## config.mk

```make
export PLATFORM = sky130hd
export DESIGN_NAME = tlul_host_arb
export DESIGN_NICKNAME = d
export VERILOG_FILES = /design/src/rtl/tlul_pkg.sv /design/src/rtl/tlul_host_arb_fifo.sv /design/src/rtl/tlul_host_arb.sv
export SDC_FILE = /design/constraint.sdc
export NUM_CORES = 1
export LEC_CHECK = 0
export ABC_CLOCK_PERIOD_IN_PS = 3500
export BUFFER_PORTS_ARGS = -buffer_cell sky130_fd_sc_hd__buf_2
export CAP_MARGIN = 20
export CORE_AREA = 8 8 263 265
export CTS_CLUSTER_DIAMETER = 150
export DETAILED_ROUTE_END_ITERATION = 10
export DIE_AREA = 0 0 271 273
export PLACE_DENSITY = 0.31
export SYNTH_ARGS = -nofsm -noshare
export SYNTH_HDL_FRONTEND = slang
export SYNTH_HIERARCHICAL = 1
export SYNTH_SLANG_ARGS = --single-unit
```

## constraint.sdc

```tcl
create_clock -name clk_i -period 3.5 [get_ports clk_i]
set_input_delay 0.175 -clock clk_i [delete_from_list [all_inputs] [get_ports clk_i]]
set_output_delay 0.175 -clock clk_i [all_outputs]
set_load 0.01 [all_outputs]
```

## src/rtl/tlul_pkg.sv

```systemverilog
// TL-UL channel typedefs shared by hosts, devices and crossbar glue.
// Latency: n/a (types only).
// Backpressure: a_ready travels in d2h and d_ready travels in h2d, following valid/ready.
package tlul_pkg;

    localparam int TL_AW  = 32;
    localparam int TL_DW  = 32;
    localparam int TL_AIW = 8;
    localparam int TL_DIW = 1;
    localparam int TL_DBW = TL_DW / 8;
    localparam int TL_SZW = 2;

    typedef enum logic [2:0] {
        PutFullData    = 3'h0,
        PutPartialData = 3'h1,
        Get            = 3'h4
    } tl_a_op_e;

    typedef enum logic [2:0] {
        AccessAck     = 3'h0,
        AccessAckData = 3'h1
    } tl_d_op_e;

    typedef struct packed {
        logic              a_valid;
        tl_a_op_e          a_opcode;
        logic [2:0]        a_param;
        logic [TL_SZW-1:0] a_size;
        logic [TL_AIW-1:0] a_source;
        logic [TL_AW-1:0]  a_address;
        logic [TL_DBW-1:0] a_mask;
        logic [TL_DW-1:0]  a_data;
        logic              d_ready;
    } tl_h2d_t;

    typedef struct packed {
        logic              d_valid;
        tl_d_op_e          d_opcode;
        logic [2:0]        d_param;
        logic [TL_SZW-1:0] d_size;
        logic [TL_AIW-1:0] d_source;
        logic [TL_DIW-1:0] d_sink;
        logic [TL_DW-1:0]  d_data;
        logic              d_error;
        logic              a_ready;
    } tl_d2h_t;

endpackage

```

## src/rtl/tlul_host_arb_fifo.sv

```systemverilog
// Synchronous FIFO that holds the host index of each accepted request.
// Latency: one cycle from push to visibility at the head; head is read combinationally.
// Backpressure: a push while full or a pop while empty is ignored; full_o/empty_o let the caller gate.
// Ports: clk_i/rst_ni clock and async reset; push_i/wdata_i write side; pop_i/rdata_o read side;
//        full_o, empty_o, count_o occupancy status.
module tlul_host_arb_fifo #(
    parameter int Width = 2,
    parameter int Depth = 4
) (
    input  logic                       clk_i,
    input  logic                       rst_ni,
    input  logic                       push_i,
    input  logic [Width-1:0]           wdata_i,
    input  logic                       pop_i,
    output logic [Width-1:0]           rdata_o,
    output logic                       full_o,
    output logic                       empty_o,
    output logic [$clog2(Depth+1)-1:0] count_o
);

    localparam int PtrW = (Depth > 1) ? $clog2(Depth) : 1;
    localparam int CntW = $clog2(Depth + 1);

    logic [Width-1:0] mem_q [Depth];
    logic [PtrW-1:0]  wr_ptr_q, wr_ptr_d;
    logic [PtrW-1:0]  rd_ptr_q, rd_ptr_d;
    logic [CntW-1:0]  count_q, count_d;
    logic             do_push, do_pop;

    assign full_o  = (count_q == CntW'(Depth));
    assign empty_o = (count_q == '0);
    assign count_o = count_q;
    assign rdata_o = mem_q[rd_ptr_q];

    assign do_push = push_i && !full_o;
    assign do_pop  = pop_i && !empty_o;

    // Explicit wrap so depths that are not a power of two still cycle correctly.
    always_comb begin
        wr_ptr_d = wr_ptr_q;
        rd_ptr_d = rd_ptr_q;
        if (do_push) begin
            wr_ptr_d = (wr_ptr_q == PtrW'(Depth - 1)) ? '0 : wr_ptr_q + 1'b1;
        end
        if (do_pop) begin
            rd_ptr_d = (rd_ptr_q == PtrW'(Depth - 1)) ? '0 : rd_ptr_q + 1'b1;
        end
        count_d = count_q + CntW'(do_push) - CntW'(do_pop);
    end

    always_ff @(posedge clk_i or negedge rst_ni) begin
        if (!rst_ni) begin
            wr_ptr_q <= '0;
            rd_ptr_q <= '0;
            count_q  <= '0;
        end else begin
            wr_ptr_q <= wr_ptr_d;
            rd_ptr_q <= rd_ptr_d;
            count_q  <= count_d;
        end
    end

    // Storage needs no reset: an entry is only read after it has been written.
    always_ff @(posedge clk_i) begin
        if (do_push) begin
            mem_q[wr_ptr_q] <= wdata_i;
        end
    end

endmodule

```

## src/rtl/tlul_host_arb.sv

```systemverilog
// Shares one TL-UL device port between NumHosts hosts: round-robin A grant, in-order D routing.
// Latency: zero cycles on A and D; pointer, lock and index FIFO update on the edge after a handshake.
// Backpressure: grant is locked while the device stalls; a full index FIFO withholds a_valid/a_ready.
// Ports: tl_h_i/tl_h_o host sockets; tl_d_o/tl_d_i device socket;
//        outstanding_o FIFO occupancy, idle_o no traffic, err_o sticky unexpected-response flag.
module tlul_host_arb #(
    parameter int NumHosts       = 4,
    parameter int MaxOutstanding = 4
) (
    input  logic                                clk_i,
    input  logic                                rst_ni,
    input  tlul_pkg::tl_h2d_t                   tl_h_i [NumHosts],
    output tlul_pkg::tl_d2h_t                   tl_h_o [NumHosts],
    output tlul_pkg::tl_h2d_t                   tl_d_o,
    input  tlul_pkg::tl_d2h_t                   tl_d_i,
    output logic [$clog2(MaxOutstanding+1)-1:0] outstanding_o,
    output logic                                idle_o,
    output logic                                err_o
);

    import tlul_pkg::*;

    localparam int IdxW = $clog2(NumHosts);
    localparam int CntW = $clog2(MaxOutstanding + 1);

    typedef enum logic {
        UNLOCKED = 1'b0,
        LOCKED   = 1'b1
    } lock_state_e;

    lock_state_e     lock_state_q, lock_state_d;
    logic [IdxW-1:0] lock_idx_q, lock_idx_d;
    logic [IdxW-1:0] last_q, last_d;
    logic            err_q, err_d;

    logic            rr_vld;
    logic [IdxW-1:0] rr_idx;
    logic            win_vld;
    logic [IdxW-1:0] win_idx;
    logic            dev_a_vld;
    logic            dev_d_rdy;
    logic            accept;
    logic            a_ready_ok;
    logic            any_a_vld;

    logic            fifo_full, fifo_empty;
    logic [IdxW-1:0] head_idx;
    logic [CntW-1:0] fifo_count;
    logic            fifo_pop;

    // Round-robin search: walk offsets from far to near so the nearest requester
    // above last_q is the final (winning) assignment.
    always_comb begin
        rr_vld    = 1'b0;
        rr_idx    = '0;
        any_a_vld = 1'b0;
        for (int off = NumHosts; off >= 1; off--) begin
            if (tl_h_i[(int'(last_q) + off) % NumHosts].a_valid) begin
                rr_vld = 1'b1;
                rr_idx = IdxW'((int'(last_q) + off) % NumHosts);
            end
        end
        for (int i = 0; i < NumHosts; i++) begin
            any_a_vld = any_a_vld | tl_h_i[i].a_valid;
        end
    end

    assign win_vld    = (lock_state_q == LOCKED) || rr_vld;
    assign win_idx    = (lock_state_q == LOCKED) ? lock_idx_q : rr_idx;
    // A full FIFO hides the request from the device entirely, so it can never lock.
    assign dev_a_vld  = win_vld && tl_h_i[win_idx].a_valid && !fifo_full;
    assign a_ready_ok = tl_d_i.a_ready && !fifo_full;
    assign accept     = dev_a_vld && tl_d_i.a_ready;

    // With nothing outstanding any response is unexpected: sink it so the device never hangs.
    assign dev_d_rdy  = fifo_empty ? 1'b1 : tl_h_i[head_idx].d_ready;
    assign fifo_pop   = tl_d_i.d_valid && dev_d_rdy && !fifo_empty;

    always_comb begin
        tl_d_o         = tl_h_i[win_idx];
        tl_d_o.a_valid = dev_a_vld;
        tl_d_o.d_ready = dev_d_rdy;
    end

    always_comb begin
        for (int i = 0; i < NumHosts; i++) begin
            tl_h_o[i] = '0;
            if (!fifo_empty && (head_idx == IdxW'(i))) begin
                tl_h_o[i] = tl_d_i;
            end
            tl_h_o[i].a_ready = win_vld && (win_idx == IdxW'(i)) && a_ready_ok;
        end
    end

    // Lock FSM plus pointer and error next-state.
    always_comb begin
        lock_state_d = lock_state_q;
        lock_idx_d   = lock_idx_q;
        last_d       = last_q;
        err_d        = err_q;
        unique case (lock_state_q)
            UNLOCKED: begin
                if (dev_a_vld && !tl_d_i.a_ready) begin
                    lock_state_d = LOCKED;
                    lock_idx_d   = win_idx;
                end
            end
            LOCKED: begin
                if (accept) begin
                    lock_state_d = UNLOCKED;
                end
            end
            default: lock_state_d = UNLOCKED;
        endcase
        if (accept) begin
            last_d = win_idx;
        end
        if (tl_d_i.d_valid && fifo_empty) begin
            err_d = 1'b1;
        end
    end

    always_ff @(posedge clk_i or negedge rst_ni) begin
        if (!rst_ni) begin
            lock_state_q <= UNLOCKED;
            lock_idx_q   <= '0;
            last_q       <= IdxW'(NumHosts - 1);
            err_q        <= 1'b0;
        end else begin
            lock_state_q <= lock_state_d;
            lock_idx_q   <= lock_idx_d;
            last_q       <= last_d;
            err_q        <= err_d;
        end
    end

    tlul_host_arb_fifo #(
        .Width (IdxW),
        .Depth (MaxOutstanding)
    ) u_idx_fifo (
        .clk_i   (clk_i),
        .rst_ni  (rst_ni),
        .push_i  (accept),
        .wdata_i (win_idx),
        .pop_i   (fifo_pop),
        .rdata_o (head_idx),
        .full_o  (fifo_full),
        .empty_o (fifo_empty),
        .count_o (fifo_count)
    );

    assign outstanding_o = fifo_count;
    assign idle_o        = fifo_empty && !any_a_vld;
    assign err_o         = err_q;

endmodule

```

After elaboration in Yosys (flattened, before gate mapping)
Memories as Yosys holds them, arrays and structs flattened.
Cells that the tools add are included.
{ "totals": {"ff_bits": 13, "latch_bits": 0, "ramBits": 8, "mem_bits_ro": 0, "inputBits": 398, "output_inout_bits": 299, "wordCells": 120, "n_memories": 1} }
{ "classes": {"add_sub_neg": 8, "n_mul": 0, "div": 0, "magnitude_cmp": 6, "eq_ne": 9, "shift": 0, "mux": 39, "bitwise_logic": 14, "n_reduce_logical": 36} }
{ "mem_list": {"columns": ["memory", "depth", "width", "read_ports", "rd_clocked_by_memory_dff", "write_ports", "line_no", "text"], "rows": [
  ["u_idx_fifo.mem_q", 4, 2, 1, 0, 1, "tlul_host_arb_fifo.sv:24", "logic [Width-1:0] mem_q [Depth];"]
]} }
{ "op_table": {"columns": ["op", "n"], "rows": [
  ["$bmux 86 s2", 6],
  ["$mux 86", 10],
  ["$mux 52", 4],
  ["$ge 32x3->1 const B", 4],
  ["$not 32->32", 4],
  ["$logic_and 1x1->1", 23],
  ["$mux 2", 7],
  ["$eq 2x2->1 const B", 6],
  ["$mux 1", 11],
  ["$add 2x1->2 const B", 4],
  ["$reduce_or 2->1", 4],
  ["$ge 3x3->1 const B", 2],
  ["$not 2->3", 2],
  ["$add 2x2->2 const B", 2],
  ["$and 1x1->1 const A", 4],
  ["$eq 2x1->1 const B", 2],
  ["$logic_not 1->1", 4],
  ["$logic_not 2->1", 2],
  ["$add 3x1->3", 1],
  ["$eq 3x3->1 const B", 1],
  ["$logic_not 3->1", 1],
  ["$or 1x1->1", 3],
  ["$sub 3x1->3", 1],
  ["$pmux 1 s2", 1],
  ["3 further kinds", 3]
]} }

Longest topological paths before layout
Gate-level depths: netlist of the first run.
{ "logic_depth": {"depth_word": 22, "ltp_mapped": 16, "mapped_depth_nobuf": 15} }

Modules after synthesis
The synthesis of the first run kept the hierarchy.
{ "modules_own_cells": {"columns": ["module", "instances", "cells_each", "area_each_um2", "seq_area_each_um2"], "rows": [
  ["tlul_host_arb", 1, 772, 4515.6, 152.6],
  ["tlul_host_arb_fifo", 1, 49, 753.2, 415.4]
]} }

Worst setup path before layout of the first run
No wires, ideal clock.
{ "synth_timing": {"kind": "register to register", "from": "register with a tool-made name", "to": "register u_idx_fifo.count_q[2] (netlist: u_idx_fifo/count_o[2])", "setup_ps": 127, "arrival_ps": 3408, "required_ps": 3373, "setup_slack_ps": -36, "stages_incl_launch_ff": 17, "path_buffers": 1, "period_less_slack_ps": 3536, "path_cell_list": "dfrtp_1 -> clkbuf_1 -> inv_1 -> a32oi_2 -> nor2_1 -> a21oi_4 -> inv_2 -> mux2i_2 -> a211oi_1 -> nor2b_4 -> inv_1 -> ha_1 -> inv_1 -> ha_1 -> fa_1 -> xor2_1 -> xnor2_1"} }
{ "synth_rtl": {"columns": ["item", "line_no", "text"], "rows": [
  ["end signal, assigned", "tlul_host_arb_fifo.sv:59", "count_q <= count_d;"],
  ["end, declared", "tlul_host_arb_fifo.sv:27", "logic [CntW-1:0] count_q, count_d;"]
]} }

==> results of run 1 <==
==> logic make-up after synthesis <==
logic type | after synthesis
multiplexers | 12
XOR/XNOR | 2
AND/OR/NAND/NOR | 503
adder cells (fa/ha/maj) | 8
flip-flops | 21
AO/OA/AOI/OAI | 185
buffers and inverters | 90
==> registers in the layout, summed over array words and instances, names as in the netlist, named ones only <==
signal               flops
u_idx_fifo/wr_ptr_q      2
last_q                   2
err_o                    1
u_idx_fifo/rd_ptr_q      2
u_idx_fifo/mem_q         8
lock_idx_q               2
u_idx_fifo/count_o       3
==> repair_timing <==
item / 4_1_cts / 5_1_grt
endpoints found under the setup margin: 0 / 1
resized for setup: 0 / 2
hold endpoints to repair: 11 / 0
hold buffers: 1 / 0
==> final cells by class <==
class	count	share of cell area
multi-input combinational	710	0.4450
timing repair buffer	709	0.3705
tap	864	0.1106
sequential	21	0.05812
clock buffer	4	0.008065
inverter	11	0.004480
antenna	13	0.003328
==> worst register-to-register path, delay by kind of cell (launching register included) <==
| family | cells | cell delay (ps) |
|---|---|---|
| flip-flops | 1 | 390 |
| AND/OR/NAND/NOR | 3 | 650 |
| adder cells (fa/ha/maj) | 3 | 810 |
| buffers and inverters | 3 | 150 |
| AO/OA/AOI/OAI | 3 | 650 |
| XOR/XNOR | 2 | 310 |
| multiplexers | 1 | 170 |
==> synthesized netlist by cell type (all sizes together) (2+ instances only) <==
library cell / instances
nor2b: 3
nor2: 9
a21o: 2
nor4: 2
o21ai: 2
a211oi: 86
nor3b: 2
mux2i: 5
or2: 2
buf: 25
nor3: 9
and2: 290
a21oi: 4
dfrtp: 11
a31oi: 85
inv: 11
mux4: 3
edfxtp: 8
ha: 7
mux2: 4
nand2: 175
clkbuf: 54
nand2b: 6
dfstp: 2
and3: 2
==> layer usage <==
metal | vias up | GRT usage
met5 | - | 0
met4 | 2 | 0.02508
met3 | 53 | 0.04300
met2 | 498 | 0.2127
met1 | 3813 | 0.1230
li1 | 4095 | -
==> per-stage QoR <==
step                      power, mW  cells  hold WS, ps  cell area [um^2]
after floorplan               5.392    821       -120.6              5275
after global placement        9.050   2314        120.4              9648
after detailed placement      8.973   2314        119.8              9648
after CTS                     9.270   2319        135.6              9737
after global routing          9.906   2326        158.9              9759
final                         9.020   2332        146.2              9774
==> worst max path at each step <==
stage | start | endpoint | slack, ps | depth (start not counted)
after detailed placement | last_q[0] | u_idx_fifo/count_o[2] | 170 | 15
final | last_q[0] | tl_d_o[41] | 90 | 10
after CTS | last_q[0] | u_idx_fifo/count_o[2] | 130 | 15
after global placement | last_q[0] | u_idx_fifo/count_o[2] | 100 | 15
after global routing | last_q[0] | u_idx_fifo/count_o[2] | 20 | 15
after floorplan | last_q[0] | u_idx_fifo/count_o[2] | 100 | 15
==> power by group <==
group | internal (mW) | leakage [nW] | switching (mW) | total (mW)
Clock | 0.156 | 0.0382 | 0.0938 | 0.249
Sequential | 0.384 | 0.222 | 0.0997 | 0.483
Combinational | 3.13 | 4.79 | 5.16 | 8.29
==> placed cells by master, fill, tap and decap left out, types with 2 or more instances in the layout <==
cell type / netlist / routed
and2_2: 4 / 4
a21o_1: 2 / 2
and3_1: 2 / 2
clkbuf_16: 0 / 3
mux4_2: 3 / 3
nor3_1: 8 / 7
a211oi_1: 86 / 85
mux2_2: 2 / 2
nor3_2: 1 / 2
and2_0: 61 / 61
nor2b_1: 2 / 2
nand2_1: 175 / 175
or2_2: 2 / 2
buf_2: 21 / 696
nor2_2: 0 / 2
nor2_1: 9 / 7
a31oi_1: 85 / 85
nand2b_1: 5 / 5
dfstp_2: 2 / 2
a21oi_1: 3 / 3
diode_2: 0 / 13
and2_1: 225 / 225
buf_12: 0 / 3
dfrtp_1: 11 / 11
nor4_1: 2 / 2
mux2i_1: 4 / 4
buf_4: 2 / 9
ha_1: 7 / 7
edfxtp_1: 8 / 8
inv_1: 10 / 10
==> impl_metrics.yaml, run 1 <==
status:
  status: "finished clean"
synth:
  synthAdderAreaFrac: 0.02042
  synth_flop_cell: "dfrtp_1"
  synthCells: 821
  synth_edf_count: 8
  synthXorXnorAreaFrac: 0.003325
  yosysTopAreaCellShare: 0.2672
  yosys.area_share.simple: 0.5163
  netlist_area_mm2: 0.005269
  synth_compound_area_frac: 0.2465
  avgSynthCellArea_um2: 6.418
  synth_top_family_by_area: "simple AND/OR/NAND/NOR gates"
  synth-seq-cells: 21
  ys_warn_count: 6
  yosysTopAreaCell: "and2_1"
  synth_mux_area_frac: 0.03230
  async_flop_share: 0.6190
  synthTopCellsByArea: "and2_1, nand2_1, a211oi_1"
  yosysSeqAreaShare: 0.1078
  syn-num-nets: 1227
  synthDistinctLibCells: 51
route:
  via_per_inst: 3.628
  drc: 0
  wl_per_cell_um: 20.06
  drtAntennaViolNets: 0
  wl_um: 46780
  drt_pre_antenna_iters: 5
  drt-met1-wl_um: 17390
  met2_wirelength_um: 23790
  drt-initial-drc-count: 342
  routed.top_layer: "met5"
  wl_met3_um: 4634
  vias: 8461
sta:
  max-slew-margin-rel: 0.2770
  min_period_over_period: 0.9734
  setup_ws_ps: 92.95
  setup_violations: 0
  drv_slew: 0
  hold_viol: 0
  tightest_slew_ps: 1084
  fin_crit_ps: 3407
  skew_ps: 7.551
  setup-tns-final_ps: 0
  grt_setup_unrepaired: "no"
  max_clock_freq_mhz: 293.5
worst_setup_path:
  ff2ff_setup_slack_ps: 250
  slowest_stage: "a211oi_1"
  arrival_ps: 3230
  critPathCaptureType: "output pin"
  timing.rr.end: "u_idx_fifo/count_o[2]"
  cp_max_fo: 174
  max_stage_delay_ps: 460
  worstSetupStartpointType: "register"
  crit_buf_inv: 3
  regToRegStartpoint: "last_q[0]"
  critical-path-top-delay-family: "compound AO/OA/AOI/OAI gates"
  cp.required_ps: 3320
  worstPathCellList: "or3b_1 -> a32oi_2 -> nor2_2 -> a21oi_4 -> inv_4 -> buf_12 -> and2_0 -> a211oi_1 -> a31oi_1 -> buf_2"
  worstSetupPathType: "register to output pin"
  reg2regPathDepth: 15
hold_path:
  hold_depth: 2
  min-delay-path-class: "input pin to register"
  min-delay-start: "tl_d_i[0]"
layout:
  drive_above_1_share: 0.5107
  synthToLayoutAreaGrowth_pct: 85.51
  fin_nets: 1862
  final_util: 0.1503
  multiInputGateArea_mm2: 0.004349
  nFillCells: 7682
  regArea_um2: 568.0
clock_network:
  cts_made_buffers: 3
  cts_tree: "built"
  post_cts_buffers: 0
  insertion_delay_ps: 260
  root_buffer: "clkbuf_16"
  htree_levels: 1
  clock_sinks: 21
  clkTransAtPathRegs_ps: 60
  clockBufferDepth: 2
placement:
  portBuffers: 696
  globalplace.congestion: 0.8145
  hpwl_um: 40210
  dp_slack_ps: 171.3
floorplanning:
  die-area_mm2: 0.07398
  initial_core_util: 0.08101
  ios: 697
  die_w_um: 271
  coreArea_mm2: 0.06504
  fp-row-count: 94
  die_h_um: 273
global_route:
  grt_max_degree: 175
  grt-ovfl-total: 0
  grt_pass1_wl_um: 63480
  antenna_found_initial: 24
  grt_pass1_vias: 8607
  track_usage: 0.1148
run:
  max_cap_viol_count: 0
pwr:
  powerDensity_mw_per_mm2: 922.9
  p_leak_nw: 5.052
  irDropWorstVdd_v: 0.0008534
(Power assumes the default switching activity.)
==> run 2: changes to the inputs <==
ABC_CLOCK_PERIOD_IN_PS = 3400   (was 3500)
CORE_AREA = 8 8 266 268   (was 8 8 263 265)
DIE_AREA = 0 0 274 276   (was 0 0 271 273)
PLACE_DENSITY = 0.3   (was 0.31)
clock period = 3.4 ns   (was 3.5 ns; I/O delays follow)
==> run 2 against run 1 <==
  * Setup slack got worse by 76 ps
  * Sequential cell count unchanged
  * Non-clock buffer count increased by 17
  * Power increased by 5.2%
  * First-iteration DRC count decreased by 20%
  * Sequential power increased by 1%
==> impl_metrics.yaml, run 2 (synthesized netlist as in run 1, its figures left out) <==
layout:
  regArea_um2: 568.0
  nFillCells: 7902
  synthToLayoutAreaGrowth_pct: 88.65
  design_area_mm2: 0.009940
  regMostFlops: "u_idx_fifo/mem_q"
  multiInputGateArea_mm2: 0.004362
  final_util: 0.1493
  final_cell_mix: "buf_2, and2_1, nand2_1"
  fin_cells: 2356
  fin_nets: 1879
  final_common_cell: "buf_2"
  largest_register_ffs: 8
  drive_above_1_share: 0.5197
clock_network:
  clock_sinks: 21
  insertion_delay_ps: 260
  htree_levels: 1
  clockBufferDepth: 2
  clkTransAtPathRegs_ps: 70
  root_buffer: "clkbuf_16"
  cts_tree: "built"
  cts_made_buffers: 3
floorplanning:
  coreArea_mm2: 0.06656
  die-area_mm2: 0.07562
  die_w_um: 274
  die_h_um: 276
  initial_core_util: 0.07915
  ios: 697
  fp-row-count: 95
route:
  drt-initial-drc-count: 273
  wl_um: 49610
  drt_pre_antenna_iters: 4
  drc: 0
  via_per_inst: 3.675
  drtAntennaViolNets: 0
  wl_per_cell_um: 21.06
  vias: 8658
placement:
  globalplace.congestion: 0.8529
  dp_slack_ps: 45.39
  portBuffers: 696
  dp.cells: 2339
  hpwl_um: 43310
  placement.cell_area_mm2: 0.009782
sta:
  fin_crit_ps: 3383
  setup_ws_ps: 16.67
  setup-tns-final_ps: 0
  grt_setup_unrepaired: "yes"
  max-slew-margin-rel: 0.3293
  hold_viol: 0
  min_period_over_period: 0.9951
  setup_violations: 0
  skew_ps: 5.613
  max_clock_freq_mhz: 295.6
  tightest_slew_ps: 1006
  hold_slack_ps: 168.4
  drv_slew: 0
worst_setup_path:
  cp_max_fo: 174
  reg2regPathDepth: 15
  timing.rr.end: "u_idx_fifo/count_o[2]"
  worstSetupStartpointType: "register"
  ff2ff_setup_slack_ps: 170
  critPathCapture: "tl_d_o[43]"
  regToRegStartpoint: "last_q[0]"
  critPathCaptureType: "output pin"
  arrival_ps: 3210
  worstSetupPathType: "register to output pin"
  critPathLaunch: "last_q[0]"
  cp.required_ps: 3230
status:
  status: "finished clean"
global_route:
  grt_pass1_wl_um: 67470
  grt-ovfl-total: 0
  antenna_found_initial: 33
  track_usage: 0.1209
  grt_max_degree: 175
  grt_pass1_vias: 8967
run:
  max_cap_viol_count: 0
pwr:
  p_leak_nw: 5.144
  powerDensity_mw_per_mm2: 954.6
  power.total_mw: 9.488
  irDropWorstVdd_v: 0.0005660
hold_path:
  min-delay-path-class: "input pin to register"
run 2: final cells by class:
type                    count  share of cell area
clock buffers               3            0.007553
flip-flops and latches     21             0.05715
repair buffers            726              0.3787
clock inverters             1           0.0005035
well taps                 873              0.1099
diodes                     11            0.002769
inverters                  11            0.004658
multi-input cells         710              0.4388
run 2: critical path: stages, from the launching register on:
cell,delay (ps)
dfstp_2,370
or3b_1,380
a32oi_2,220
nor2_2,100
a21oi_4,200
inv_6,60
buf_16,230
and2_4,400
a211oi_1,210
a31oi_1,130
buf_4,230
buf_2,130
run 2: worst min-delay path by stage:
| stage | depth (start not counted) | from | end |
|---|---|---|---|
| 6_report | 2 | tl_d_i[51] | err_o |
| 5_1_grt | 2 | tl_d_i[51] | err_o |
| 4_1_cts | 2 | tl_d_i[51] | err_o |
| 3_5_place_dp | 1 | rst_ni | err_o |
| 3_3_place_gp | 1 | rst_ni | err_o |
| 2_1_floorplan | 0 | rst_ni | async pin |
run 2: report_power, final:
group	total [mW]	switching [mW]	internal [mW]
Clock	0.261	0.103	0.158
Combinational	8.74	5.36	3.38
Sequential	0.490	0.0957	0.394
run 2: repair_timing:
item	in CTS	in global routing
gates resized for setup	0	9
pin swaps	1	4
endpoints found under the hold margin	11	0
setup buffers	1	0
hold buffers	1	0
gates cloned	0	0
setup endpoints to repair	1	4
run 2: routing by layer:
| metal | track usage | wire length, um | up-vias |
|---|---|---|---|
| met5 | 0 | 37 | - |
| met2 | 0.2349 | 25660 | 513 |
| li1 | - | - | 4123 |
| met4 | 0.02365 | 1260 | 6 |
| met1 | 0.1247 | 17780 | 3943 |
| met3 | 0.03816 | 4877 | 73 |
==> run 3: changes to the inputs <==
ABC_CLOCK_PERIOD_IN_PS = 2800   (was 3400)
CORE_AREA = 8 8 263 265   (was 8 8 266 268)
DIE_AREA = 0 0 271 273   (was 0 0 274 276)
PLACE_DENSITY = 0.31   (was 0.3)
clock period = 2.8 ns   (was 3.4 ns; I/O delays follow)
==> run 3 against run 2 <==
  * The run now ends with setup timing left
  * Sequential share of layout area fell by 0.42 points
  * Cell area rose by 7.9%
  * Hold slack got worse by 27 ps
  * Power increased by 47%
  * Utilization increased by 1.6 points
  * Count of clock-buffer cells in the layout is the same
  * Combinational power grew 49%
  * Clock power rose by 19%
  * Sequential power grew 19%
  * Sequential cell count unchanged
  * Wire length rose by 14%
  * Largest cell class is now buffers
==> impl_metrics.yaml, run 3 (synthesized netlist as in run 1, its figures left out) <==
worst_setup_path:
  worstSetupPathType: "register to register"
  regToRegStartpoint: "last_q[0]"
  cp_max_fo: 2
  worstSetupStartpointType: "register"
  arrival_ps: 3290
  reg2regPathDepth: 15
  timing.rr.end: "u_idx_fifo/count_o[2]"
  cp.required_ps: 2940
  ff2ff_setup_slack_ps: -350
  critPathCaptureType: "register"
floorplanning:
  die_w_um: 271
  die-area_mm2: 0.07398
  initial_core_util: 0.08101
  die_h_um: 273
  fp-row-count: 94
  coreArea_mm2: 0.06504
  ios: 697
layout:
  final_common_cell: "buf_2"
  drive_above_1_share: 0.5408
  fin_cells: 2393
  fin_nets: 1927
  nFillCells: 7628
  final_cell_mix: "buf_2, and2_1, nand2_1"
  multiInputGateArea_mm2: 0.004404
  synthToLayoutAreaGrowth_pct: 103.5
  regMostFlops: "u_idx_fifo/mem_q"
  regArea_um2: 568.0
  largest_register_ffs: 8
placement:
  dp.cells: 2351
  hpwl_um: 43330
  portBuffers: 696
  globalplace.congestion: 0.8493
global_route:
  track_usage: 0.1361
  antenna_found_initial: 36
  grt_max_degree: 51
  grt-ovfl-total: 0
  grt_pass1_wl_um: 73850
  grt_pass1_vias: 9519
hold_path:
  hold_end: "err_o"
  hold_depth: 2
  min-delay-path-class: "input pin to register"
  min-delay-start: "tl_d_i[51]"
clock_network:
  htree_levels: 1
  clkTransAtPathRegs_ps: 60
  root_buffer: "clkbuf_16"
  insertion_delay_ps: 250
  clockBufferDepth: 2
  cts_tree: "built"
  cts_made_buffers: 3
  clock_sinks: 21
route:
  wl_um: 56560
  via_per_inst: 3.786
  drt_pre_antenna_iters: 5
  drtAntennaViolNets: 0
  drt-initial-drc-count: 340
  wl_per_cell_um: 23.64
  drc: 0
  vias: 9060
pwr:
  p_leak_nw: 5.544
  irDropWorstVdd_v: 0.0007084
  powerDensity_mw_per_mm2: 1298
status:
  violations: "setup timing"
  status: "finished, violations left"
sta:
  hold_viol: 0
  skew_ps: 3.669
  setup_ws_ps: -349.1
  max_clock_freq_mhz: 317.6
  max-slew-margin-rel: 0.4145
  fin_crit_ps: 3149
  min_period_over_period: 1.125
  setup_violations: 57
  drv_slew: 0
  tightest_slew_ps: 878.2
  grt_setup_unrepaired: "yes"
  setup-tns-final_ps: -3373
  hold_slack_ps: 141.6
run:
  max_cap_viol_count: 0
## run 3: timing repair
item | CTS | global route
pin swaps | 5 | 2
hold buffers | 1 | 0
resized for setup | 18 | 17
gates cloned | 9 | 6
hold endpoints to repair | 11 | 0
endpoints found under the setup margin | 91 | 92
setup buffers | 2 | 12
## run 3: layout make-up
cell class                 instances  area share
clock buffer                       3    0.007001
antenna                            9    0.002100
inverter                          11    0.004667
multi-input combinational        710      0.4107
clock inverter                     1   0.0004667
tap                              864      0.1008
sequential                        21     0.05298
timing repair buffer             774      0.4212
## run 3: how the worst max path moves through the flow
| stage | startpoint | endpoint | slack [ps] | cells after the start |
|---|---|---|---|---|
| global placement | last_q[1] | u_idx_fifo/count_o[2] | -370 | 15 |
| global route | last_q[0] | u_idx_fifo/count_o[2] | -510 | 15 |
| finish | last_q[0] | u_idx_fifo/count_o[2] | -350 | 15 |
| CTS | last_q[0] | u_idx_fifo/count_o[2] | -340 | 15 |
| floorplan | last_q[1] | u_idx_fifo/count_o[2] | -490 | 15 |
| detailed placement | last_q[1] | u_idx_fifo/count_o[2] | -340 | 15 |
## run 3: worst max-delay path: stages, from the launching register on
cell and delay (ps):
dfstp_2 360, or3b_1 380, a32oi_2 220, nor2_2 80, a21oi_4 170, inv_6 40, mux2i_2 160, a211oi_2 280
nor2b_4 190, inv_1 50, ha_1 270, inv_1 40, ha_2 170, fa_2 330, xor2_1 170, xnor2_1 130
## run 3: report_power, final
group	internal [mW]	leakage [nW]	total, mW	switching [mW]
sequential	0.479	0.222	0.583	0.105
clock	0.192	0.0409	0.310	0.118
combinational	5.41	5.28	13.0	7.61
## run 3: per-layer routing
metal,vias up,part of all wire,GRT usage
met1,4162,0.37,0.1396
met3,98,0.090,0.05271
met2,573,0.52,0.2606
li1,4217,-,-
met4,10,0.025,0.02578
met5,-,0.0012,0
## run 3: through the flow
step	power, mW	utilization	setup WS [ps]	area, um^2
after floorplan	6.749	-	-489.1	5283
after global placement	11.67	0.1533	-366.7	9973
after detailed placement	11.60	0.1533	-338.3	9973
after CTS	13.43	0.1604	-343.8	10430
after global routing	15.09	0.1646	-512.6	10710
final	13.92	0.1649	-349.1	10720
